==> src/rtl/cpu_pc_pkg.sv <==
// Shared flow-control encodings and constants for the program-counter unit.
package cpu_pc_pkg;

    typedef enum logic [2:0] {
        PC_SEQ  = 3'b000,
        PC_BEQ  = 3'b001,
        PC_BNE  = 3'b010,
        PC_JUMP = 3'b011,
        PC_CALL = 3'b100,
        PC_RET  = 3'b101
    } pc_ctrl_e;

    localparam int unsigned PC_INC = 4;

endpackage

==> src/rtl/pc_ras.sv <==
// Circular return-address stack with sticky overflow/underflow flags.
module pc_ras
    import cpu_pc_pkg::*;
#(
    parameter int unsigned PC_WIDTH  = 32,
    parameter int unsigned RAS_DEPTH = 4
) (
    input  logic                CLK,
    input  logic                RESET_N,
    input  logic                i_push,
    input  logic                i_pop,
    input  logic [PC_WIDTH-1:0] i_data,
    output logic [PC_WIDTH-1:0] o_top,
    output logic                o_empty,
    output logic                o_ovf,
    output logic                o_unf
);

    localparam int unsigned PTR_W = $clog2(RAS_DEPTH);
    localparam int unsigned CNT_W = $clog2(RAS_DEPTH + 1);

    logic [PC_WIDTH-1:0] r_mem [RAS_DEPTH];
    logic [PTR_W-1:0]    r_top;
    logic [CNT_W-1:0]    r_count;
    logic                r_ovf;
    logic                r_unf;
    logic [PTR_W-1:0]    w_top_inc;
    logic                w_full;

    assign w_top_inc = r_top + PTR_W'(1);
    assign w_full    = (r_count == CNT_W'(RAS_DEPTH));
    assign o_empty   = (r_count == '0);
    assign o_top     = r_mem[r_top];
    assign o_ovf     = r_ovf;
    assign o_unf     = r_unf;

    // A push when full advances the pointer onto the oldest entry, silently dropping it.
    always_ff @(posedge CLK) begin
        if (!RESET_N) begin
            r_top   <= '0;
            r_count <= '0;
            r_ovf   <= 1'b0;
            r_unf   <= 1'b0;
        end else if (i_push) begin
            r_top <= w_top_inc;
            if (w_full) r_ovf <= 1'b1;
            else        r_count <= r_count + CNT_W'(1);
        end else if (i_pop) begin
            if (o_empty) begin
                r_unf <= 1'b1;
            end else begin
                r_top   <= r_top - PTR_W'(1);
                r_count <= r_count - CNT_W'(1);
            end
        end
    end

    always_ff @(posedge CLK) begin
        if (RESET_N && i_push) r_mem[w_top_inc] <= i_data;
    end

endmodule

==> src/rtl/pc_sequencer.sv <==
// Program-counter unit: PC register, PC+4 / branch target arithmetic,
// conditional branch resolution, stall hold and CALL/RET via pc_ras.
module pc_sequencer
    import cpu_pc_pkg::*;
#(
    parameter int unsigned          PC_WIDTH     = 32,
    parameter int unsigned          OFFSET_WIDTH = 8,
    parameter int unsigned          SHIFT        = 2,
    parameter logic [PC_WIDTH-1:0]  RESET_VECTOR = '0,
    parameter int unsigned          RAS_DEPTH    = 4
) (
    input  logic                    CLK,
    input  logic                    RESET_N,
    input  logic                    BUSYWAIT,
    input  logic [2:0]              CTRL,
    input  logic                    ZERO,
    input  logic [OFFSET_WIDTH-1:0] OFFSET,
    output logic [PC_WIDTH-1:0]     PC,
    output logic [PC_WIDTH-1:0]     TARGET,
    output logic                    TAKEN,
    output logic                    RAS_OVF,
    output logic                    RAS_UNF
);

    logic [PC_WIDTH-1:0] r_pc;
    logic [PC_WIDTH-1:0] w_seq_pc;
    logic [PC_WIDTH-1:0] w_off_ext;
    logic [PC_WIDTH-1:0] w_target;
    logic [PC_WIDTH-1:0] w_next_pc;
    logic [PC_WIDTH-1:0] w_ras_top;
    logic                w_ras_empty;
    logic                w_taken;
    logic                w_is_call;
    logic                w_is_ret;

    assign w_seq_pc  = r_pc + PC_WIDTH'(PC_INC);
    assign w_off_ext = {{(PC_WIDTH-OFFSET_WIDTH){OFFSET[OFFSET_WIDTH-1]}}, OFFSET};
    assign w_target  = w_seq_pc + (w_off_ext << SHIFT);

    // Unlisted encodings fall through to the default and behave as SEQ.
    always_comb begin
        w_taken   = 1'b0;
        w_is_call = 1'b0;
        w_is_ret  = 1'b0;
        case (pc_ctrl_e'(CTRL))
            PC_BEQ:  w_taken = ZERO;
            PC_BNE:  w_taken = ~ZERO;
            PC_JUMP: w_taken = 1'b1;
            PC_CALL: begin
                w_taken   = 1'b1;
                w_is_call = 1'b1;
            end
            PC_RET: begin
                w_is_ret = 1'b1;
                w_taken  = ~w_ras_empty;
            end
            default: ;
        endcase
    end

    assign w_next_pc = (w_is_ret && w_taken) ? w_ras_top :
                       w_taken               ? w_target  : w_seq_pc;

    always_ff @(posedge CLK) begin
        if (!RESET_N)       r_pc <= RESET_VECTOR;
        else if (!BUSYWAIT) r_pc <= w_next_pc;
    end

    pc_ras #(
        .PC_WIDTH  (PC_WIDTH),
        .RAS_DEPTH (RAS_DEPTH)
    ) u_ras (
        .CLK     (CLK),
        .RESET_N (RESET_N),
        .i_push  (w_is_call & ~BUSYWAIT),
        .i_pop   (w_is_ret & ~BUSYWAIT),
        .i_data  (w_seq_pc),
        .o_top   (w_ras_top),
        .o_empty (w_ras_empty),
        .o_ovf   (RAS_OVF),
        .o_unf   (RAS_UNF)
    );

    assign PC     = r_pc;
    assign TARGET = w_target;
    assign TAKEN  = w_taken;

endmodule
==> config.mk <==
export PLATFORM = sky130hd
export DESIGN_NAME = pc_sequencer
export DESIGN_NICKNAME = d
export VERILOG_FILES = /design/src/rtl/cpu_pc_pkg.sv /design/src/rtl/pc_ras.sv /design/src/rtl/pc_sequencer.sv
export SDC_FILE = /design/constraint.sdc
export NUM_CORES = 1
export LEC_CHECK = 0
export ABC_AREA = 1
export BUFFER_PORTS_ARGS = -buffer_cell sky130_fd_sc_hd__buf_2
export CORE_MARGIN = 1.5
export CORE_UTILIZATION = 25
export CTS_CLUSTER_DIAMETER = 30
export DETAILED_ROUTE_END_ITERATION = 6
export GPL_ROUTABILITY_DRIVEN = 0
export PLACE_DENSITY = 0.43
export SLEW_MARGIN = 20
export SYNTH_ARGS = -nofsm -noshare
export SYNTH_HDL_FRONTEND = slang
export SYNTH_HIERARCHICAL = 1
export SYNTH_SLANG_ARGS = --single-unit
==> constraint.sdc <==
create_clock -name CLK -period 4.5 [get_ports CLK]
set_input_delay 0.9 -clock CLK [delete_from_list [all_inputs] [get_ports CLK]]
set_output_delay 0.9 -clock CLK [all_outputs]
set_load 0.05 [all_outputs]
==> results.cfg, run 1 <==
[cts]
cts_inserted_buffers = 17
cts_root_buf = clkbuf_16
clk_latency_ns = 0.44
clockBufferDepth = 2
clock-sinks = 169
cts_tree = yes
h-tree-depth = 4
clk_pin_slew_ns = 0.07

[global_route]
grt_pass1_wl_mm = 52.7
grt_util_all_layers = 0.169
grt.overflow.total = 0
grt_max_degree = 66
antenna_found_initial = 0
grt_pass1_vias = 8639

[power]
total_power_uw = 4410
leakage_uw = 0.00521
power_density_nw_per_um2 = 356
vdd_ir_drop_max_v = 0.000193

[finish]
seq_area_sq_um = 4680
fillCellCount = 4352
drive_gt1_frac = 0.198
utilization = 0.310
layout_commonest_cell = nand2_1
final_area_sq_um = 12400
layout.nets = 1453
mostFrequentLayoutCells = nand2_1 (314), inv_1 (161), edfxtp_1 (128)
area_growth_pct = 21.3
multi_input_area_sq_um = 5000
antenna_cells = 0

[drt]
routedWlPerCell_um = 18.1
dr.pass1.iters = 7
num_vias = 8859
vias_per_cell = 4.58
detail_route.drc_violations = 0
ant_nets = 0
drtIter0Drc = 587
wl_mm = 35.0

[timing]
finalCriticalPeriod_ns = 4.30
finalHoldViolCount = 0
max_freq_mhz = 232
timing.final.crit_share = 0.956
fin_worst_skew_ns = 0.0106
slew_headroom = 0.311
tns_ns = 0
finalMaxSlewViolations = 0
setup_viol = 0
worst_slew_pin_slew_ns = 1.03

[die]
core_region_area_sq_um = 40000
die_h_um = 205
die-area_sq_um = 42100
start_util = 0.256
chipWidth_um = 205
pin_count = 82
rows = 73

[critical_path]
cp_cell_sequence = ha_1 > inv_1 > nor3_4 > nand2_2 > nor2_4 > nand2_1 > nand2_1 > nand2_1 > inv_2 > ha_1 > nand2_1 > nand2_1 > o21bai_1 > a21oi_1 > nand3_1 > nand2_1 > and2_1 > buf_2
startpoint_type = flip-flop
path_common_cell = nand2_1
r2r-end = PC[9]
r2r_start = PC[2]
reg2reg_slack_ns = 1.48
max_stage_delay_ns = 0.40
endpoint_kind = primary output
rr_worst_depth = 15
crit_arrival_ns = 3.40
cp_slowest_cell = dfxtp_4
critPathMaxFanout = 6
required_ns = 3.60
path_class = reg -> out

[worst_hold_path]
holdCritStartpoint = u_ras/o_unf
min_to = u_ras/o_unf
hold_path_class = reg -> reg
whs_path_depth = 2

[run_status]
status = finished clean

[synth]
synth_area_sq_um = 10200
synth.avg_cell_area_sq_um = 7.95
ys_seq_area_frac = 0.456
synth.top_cell.area_share = 0.376
synthCells = 1287
ys_warn_count = 6
ys_async_sr_fraction = 0
yosys.area.top_type = edfxtp_1
synth_edf_count = 128
syn-num-nets = 1345
synthTopCellsByArea = edfxtp_1 (38%), nand2_1 (12%), dfxtp_1 (8.0%), inv_1 (6.2%), nor2_1 (5.4%)
synth-seq-cells = 169
ys.flop_type = edfxtp_1
yosysUniqueCellTypes = 49

[job]
cap_violations = 0

[place]
post-dp-hpwl_mm = 25.4
io_buffers = 81
post_dp_cell_area_sq_um = 11400
[Yosys cell counts, types with 2 or more instances]
master and n:
a21o_1 2, a21oi_1 55, a21oi_2 5, a31oi_1 4, a32o_1 3, and2_1 18, buf_2 15, buf_4 6
buf_6 5, clkbuf_1 14, dfxtp_1 41, edfxtp_1 128, fa_1 2, ha_1 41, inv_1 168, nand2_1 320
nand2_2 9, nand3_1 79, nand3_2 2, nand3b_1 5, nand4_1 7, nor2_1 147, nor2_2 6, nor2_4 5
nor3_1 7, nor3_2 2, o211ai_1 7, o21a_1 2, o21ai_0 95, o21ai_1 4, o21bai_1 7, o22ai_1 33
xnor2_1 6, xor2_1 21, xor2_2 2
[report_power, final]
group / switching, uW / internal, uW
registers: 40.2 / 1720
clock network: 657 / 803
logic: 875 / 319
[layout make-up]
type	count	area share
well taps	525	0.0530
inverters	171	0.0523
flip-flops and latches	169	0.377
clock inverters	12	0.00817
multi-input cells	905	0.403
clock buffers	20	0.0395
repair buffers	131	0.0663
[critical path: cells and delay by family (launching register included)]
kind	cells	cell delay, ns
simple gates	11	1.25
buf+inv	3	0.47
fa+ha+maj	2	0.42
compound gates	2	0.42
flops	1	0.40
[logic make-up (layout without fill, tap and decap cells)]
family                     count (synthesis)  count (layout)  synth area share
DFF                                      169             169             0.456
and+or+nand+nor                          613             613             0.256
AOI/OAI and AO/OA                        220             220             0.121
xor gates and xnor gates                  29              29            0.0263
adders and majority gates                 43              43            0.0541
buffers and inverters                    213             334            0.0863
[metal layers]
metal / GRT usage / up-vias / share of wire
li1: - / 4456 / -
met1: 0.229 / 4231 / 0.48
met2: 0.282 / 147 / 0.47
met3: 0.0228 / 25 / 0.030
met4: 0.0480 / 0 / 0.018
met5: 0 / - / 0
[through the flow]
| step | hold slack [ns] | setup WS, ns | instances |
|---|---|---|---|
| final | 0.450 | 0.198 | 1933 |
| after global routing | 0.475 | -0.00357 | 1933 |
| after CTS | 0.455 | 0.000860 | 1928 |
| after detailed placement | 0.444 | 0.170 | 1894 |
| after global placement | 0.445 | 0.189 | 1894 |
| after floorplan | 0.489 | 0.337 | 1287 |
[worst max-delay path by stage]
stage            from    endpoint  cells past startpoint
2_1_floorplan   PC[2]  TARGET[17]                     15
3_3_place_gp    PC[3]  TARGET[27]                     19
3_5_place_dp    PC[3]  TARGET[27]                     19
4_1_cts         PC[5]  TARGET[18]                     17
5_1_grt        PC[13]  TARGET[31]                     20
6_report        PC[2]  TARGET[25]                     18
[registers in the layout, summed over array words and instances, names as in the netlist, named ones only]
name           cells
u_ras/o_unf        1
u_ras/r_mem      128
u_ras/r_top        2
u_ras/o_ovf        1
PC                32
u_ras/r_count      3
[timing repair]
| item | in CTS | in global routing |
|---|---|---|
| setup buffers | 2 | 5 |
| resized for setup | 13 | 85 |
| setup endpoints to repair | 10 | 17 |
| cloned | 0 | 0 |
| hold buffers | 0 | 0 |
| pin swaps | 1 | 4 |
No activity file was read; power rests on OpenSTA's default activity.
==> run 2, diff against run 1 <==
- clock period: 4.5 -> 4.3 ns (I/O delays scaled with it)
==> results.cfg, run 2 (same netlist as run 1, synthesis figures left out) <==
[finish]
largest_register_ffs = 128
regMostFlops = u_ras/r_mem
antenna_cells = 0
layout.nets = 1464
drive_gt1_frac = 0.234
utilization = 0.320
layout_commonest_cell = nand2_1
area_growth_pct = 25.3
fillCellCount = 4304
mostFrequentLayoutCells = nand2_1 (307), inv_1 (158), edfxtp_1 (128)

[global_route]
grt_max_degree = 65
grt.overflow.total = 0
grt_pass1_wl_mm = 52.6
antenna_found_initial = 0
grt_util_all_layers = 0.169
grt_pass1_vias = 8618

[timing]
finalCriticalPeriod_ns = 4.12
finalHoldViolCount = 0
fin_hold_ws_ns = 0.459
finalMaxSlewViolations = 0
slew_headroom = 0.500
timing.final.crit_share = 0.958
max_freq_mhz = 243
setup_viol = 0
worst_slew_pin_slew_ns = 0.748
fin_worst_skew_ns = 0.0144
fin_ws_ns = 0.179
tns_ns = 0

[cts]
cts_root_buf = clkbuf_16
clk_pin_slew_ns = 0.07
postCtsHoldBufs = 0
cts_tree = yes
clk_latency_ns = 0.44
h-tree-depth = 4
clockBufferDepth = 2
cts_inserted_buffers = 17
clock-sinks = 169

[job]
cap_violations = 0

[die]
die-area_sq_um = 42100
core_region_area_sq_um = 40000
pin_count = 82
die_h_um = 205
start_util = 0.256
chipWidth_um = 205
rows = 73

[drt]
vias_per_cell = 4.65
ant_nets = 0
drtIter0Drc = 589
wl_mm = 35.1
detail_route.drc_violations = 0
routedWlPerCell_um = 18.1
num_vias = 9049
dr.pass1.iters = 4

[run_status]
status = finished clean

[critical_path]
startpoint_type = flip-flop
r2r-end = PC[18]
required_ns = 3.44
endpoint_kind = primary output
cp-startpoint = PC[2]
crit_arrival_ns = 3.26
critPathMaxFanout = 7
r2r_start = PC[8]
rr_worst_depth = 19
reg2reg_slack_ns = 1.28
path_class = reg -> out

[power]
vdd_ir_drop_max_v = 0.000210
power_density_nw_per_um2 = 371
total_power_uw = 4750
leakage_uw = 0.00535

[worst_hold_path]
min_to = u_ras/o_ovf
whs_path_depth = 2
holdCritStartpoint = u_ras/o_ovf
hold_path_class = reg -> reg

[place]
post-dp-hpwl_mm = 25.5
dp_slack_ns = 0.147
io_buffers = 81
[run 2: changes by cell type in the layout (fill, tap and decap cells not counted), moves of 4 or more]
cell      change
ha_4          +7
clkbuf_4      -4
nand2_1       -7
ha_1          -7
xor2_2        +5
buf_2         -5
o21ai_0       -4
nand2_2       +5
buf_4        +14
xor2_1        -5
dfxtp_2       +9
dfxtp_1      -10
o21ai_1       +4
[run 2: timing repair]
item                       in CTS  in global routing
buffers inserted                1                 14
pin swaps                       1                 14
setup endpoints to repair      20                 22
cloned                          0                  0
resized for setup              57                109
[run 2: critical path, stage by stage (launching register included)]
cell        delay (ns)
dfxtp_4           0.41
clkinvlp_4        0.13
nor2_4            0.14
nand2_1           0.10
nor2_4            0.21
nand3_1           0.12
xor2_1            0.16
buf_4             0.18
ha_4              0.32
nand2_2           0.11
nor2_4            0.16
nand2_1           0.10
inv_1             0.06
nand2_1           0.04
nand2_1           0.09
inv_1             0.05
nand2_1           0.08
nand2_1           0.07
and2_1            0.16
buf_6             0.15
[run 2: report_power, final]
group	leakage, uW	internal (uW)	total [uW]	switching (uW)
Clock	0.000308	909	1590	683
Combinational	0.00351	382	1310	932
Sequential	0.00153	1800	1840	43.6
[run 2: final cells by class]
class	count	area (sq um)	share of cell area
Clock inverter	10	81.3	0.00635
Multi-Input combinational cell	905	5230	0.408
Clock buffer	22	539	0.0421
Timing Repair Buffer	142	961	0.0750
Inverter	171	648	0.0506
Sequential cell	169	4700	0.367
Tap cell	525	657	0.0513
[run 2: per-stage QoR]
stage               cell area, sq um  cells
finish                         12800   1944
global route                   12800   1944
CTS                            12300   1930
detailed placement             11500   1897
global placement               11500   1897
floorplan                      10200   1287
[run 2: per-layer routing]
layer  wire length (um)  vias to the layer above  track usage
li1                   -                     4481            -
met2              16700                      185        0.285
met4                619                        0       0.0443
met1              16500                     4357        0.229
met5                  0                        -            0
met3               1240                       26       0.0193
[run 2: how the worst max path moves through the flow]
| stage | to | slack (ns) |
|---|---|---|
| floorplan | TARGET[17] | 0.18 |
| global placement | TARGET[27] | 0.17 |
| detailed placement | TARGET[27] | 0.15 |
| CTS | TARGET[31] | 0.0009 |
| global route | TARGET[29] | -0.02 |
| finish | TARGET[31] | 0.18 |
==> run 3, diff against run 2 <==
- CORE_UTILIZATION: 25 -> 60
- PLACE_DENSITY: 0.43 -> 0.83
==> results.cfg, run 3 (same netlist as run 1, synthesis figures left out) <==
[critical_path]
crit_arrival_ns = 3.52
r2r_start = PC[20]
path_buf_inv = 1
cp_slowest_cell = dfxtp_2
endpoint_kind = primary output
rr_worst_depth = 17
critPathTopFamily = simple AND/OR/NAND/NOR gates
required_ns = 3.44
path_common_cell = nand2_1
reg2reg_slack_ns = 1.13
critPathMaxFanout = 6
r2r-end = PC[27]
max_stage_delay_ns = 0.45
cp_cell_sequence = nand2_1 > nor2_1 > nand2_1 > nor2_2 > nand3_1 > and2_2 > ha_1 > nand2_1 > nor3_2 > nand2_1 > nor2_2 > nand2_1 > nand2_1 > nand2_1 > and2_1 > buf_4
startpoint_type = flip-flop
path_class = reg -> out

[finish]
largest_register_ffs = 128
layout.nets = 1438
layoutNonFillerInstCount = 1613
drive_gt1_frac = 0.200
fillCellCount = 1148
mostFrequentLayoutCells = nand2_1 (308), inv_1 (162), edfxtp_1 (128)
multi_input_area_sq_um = 5060
final_area_sq_um = 12000
antenna_cells = 0
area_growth_pct = 17.2
seq_area_sq_um = 4690
layout_commonest_cell = nand2_1
regMostFlops = u_ras/r_mem

[cts]
cts_root_buf = clkbuf_16
cts_tree = yes
clock-sinks = 169
h-tree-depth = 4
clk_pin_slew_ns = 0.06
clk_latency_ns = 0.44
clockBufferDepth = 2
postCtsHoldBufs = 0
cts_inserted_buffers = 17

[drt]
vias_per_cell = 6.07
drtIter0Drc = 1350
ant_nets = 0
num_vias = 9785
dr.pass1.iters = 7
detail_route.drc_violations = 0
routedWlPerCell_um = 19.4
wl_mm = 31.3

[worst_hold_path]
whs_path_depth = 2
hold_path_class = reg -> reg
holdCritStartpoint = u_ras/o_ovf
min_to = u_ras/o_ovf

[global_route]
grt.overflow.total = 0
antenna_found_initial = 0
grt_pass1_vias = 8753
grt_pass1_wl_mm = 45.8
grt_max_degree = 65
grt_util_all_layers = 0.336

[place]
post-dp-hpwl_mm = 20.0
dp_slack_ns = 0.154
post_dp_cell_area_sq_um = 10900
placed_cells = 1566
io_buffers = 81

[die]
rows = 47
die-area_sq_um = 17800
chipWidth_um = 134
core_region_area_sq_um = 16600
pin_count = 82
start_util = 0.614
die_h_um = 134

[timing]
max_freq_mhz = 228
rsz0062_at_grt = true
fin_ws_ns = -0.0806
fin_worst_skew_ns = 0.0129
finalHoldViolCount = 0
worst_slew_pin_slew_ns = 0.792
finalCriticalPeriod_ns = 4.38
setup_viol = 7
slew_headroom = 0.472
finalMaxSlewViolations = 0
timing.final.crit_share = 1.02

[power]
vdd_ir_drop_max_v = 0.000300
p_int_uw = 3040
p_sw_uw = 1580
power_density_nw_per_um2 = 385
leakage_uw = 0.00515
p_sw_frac = 0.341
power_frac_seq = 0.401
clock_power_share = 0.333
p_comb_frac = 0.266
total_power_uw = 4620

[job]
cap_violations = 0

[run_status]
violations = negative setup slack
status = finished with violations
run 3: changes by cell type in the layout (fill, tap and decap cells not counted), sizes merged:
cell,before,now
clkinv,1,4
bufinv,0,2
clkbuf,24,28
inv,178,172
buf,140,111
run 3: timing repair:
item / in CTS / in global routing
resized for setup: 22 / 108
gates cloned: 0 / 0
pin swaps: 1 / 15
endpoints found under the setup margin: 16 / 19
endpoints found under the hold margin: 0 / 0
buffers inserted: 1 / 14
run 3: how the worst max path moves through the flow:
stage	start	slack, ns	cells after the start	end
2_1_floorplan	PC[2]	0.18	15	TARGET[17]
3_3_place_gp	PC[2]	0.20	16	TARGET[28]
3_5_place_dp	PC[2]	0.15	16	TARGET[28]
4_1_cts	PC[11]	0.005	15	TARGET[22]
5_1_grt	PC[2]	-0.18	20	TARGET[23]
6_report	PC[20]	-0.08	16	TARGET[31]
run 3: worst min-delay path: stages, from the launching register on:
cell	delay (ns)
dfxtp_1	0.31
inv_1	0.04
a21oi_1	0.05
run 3: per-layer routing:
metal | track usage | up-vias | share of wire
met5 | 0 | - | 0
met4 | 0.138 | 0 | 0.050
met3 | 0.0651 | 159 | 0.13
met2 | 0.529 | 742 | 0.45
met1 | 0.459 | 4461 | 0.37
li1 | - | 4423 | -
run 3: through the flow:
stage                     utilization  TNS (ns)  hold slack [ns]
after floorplan                     -         0            0.489
after global placement          0.653         0            0.436
after detailed placement        0.653         0            0.445
after CTS                       0.694         0            0.456
after global routing            0.720     -1.60            0.486
final                           0.720    -0.185            0.448
run 3: layout make-up:
| class | count | share of cell area |
|---|---|---|
| clock buffer | 23 | 0.0400 |
| sequential | 169 | 0.391 |
| inverter | 171 | 0.0541 |
| multi-input combinational | 905 | 0.422 |
| tap | 220 | 0.0230 |
| timing repair buffer | 116 | 0.0603 |
| clock inverter | 9 | 0.00929 |
run 3: power groups by stage:
| stage | sequential, uW | clock (uW) | combinational, uW |
|---|---|---|---|
| after floorplan | 1950 | 0 | 734 |
| after global placement | 1870 | 0 | 1080 |
| after detailed placement | 1880 | 0 | 1100 |
| after CTS | 1840 | 1520 | 1120 |
| after global routing | 1850 | 1590 | 1300 |
| final | 1850 | 1540 | 1230 |
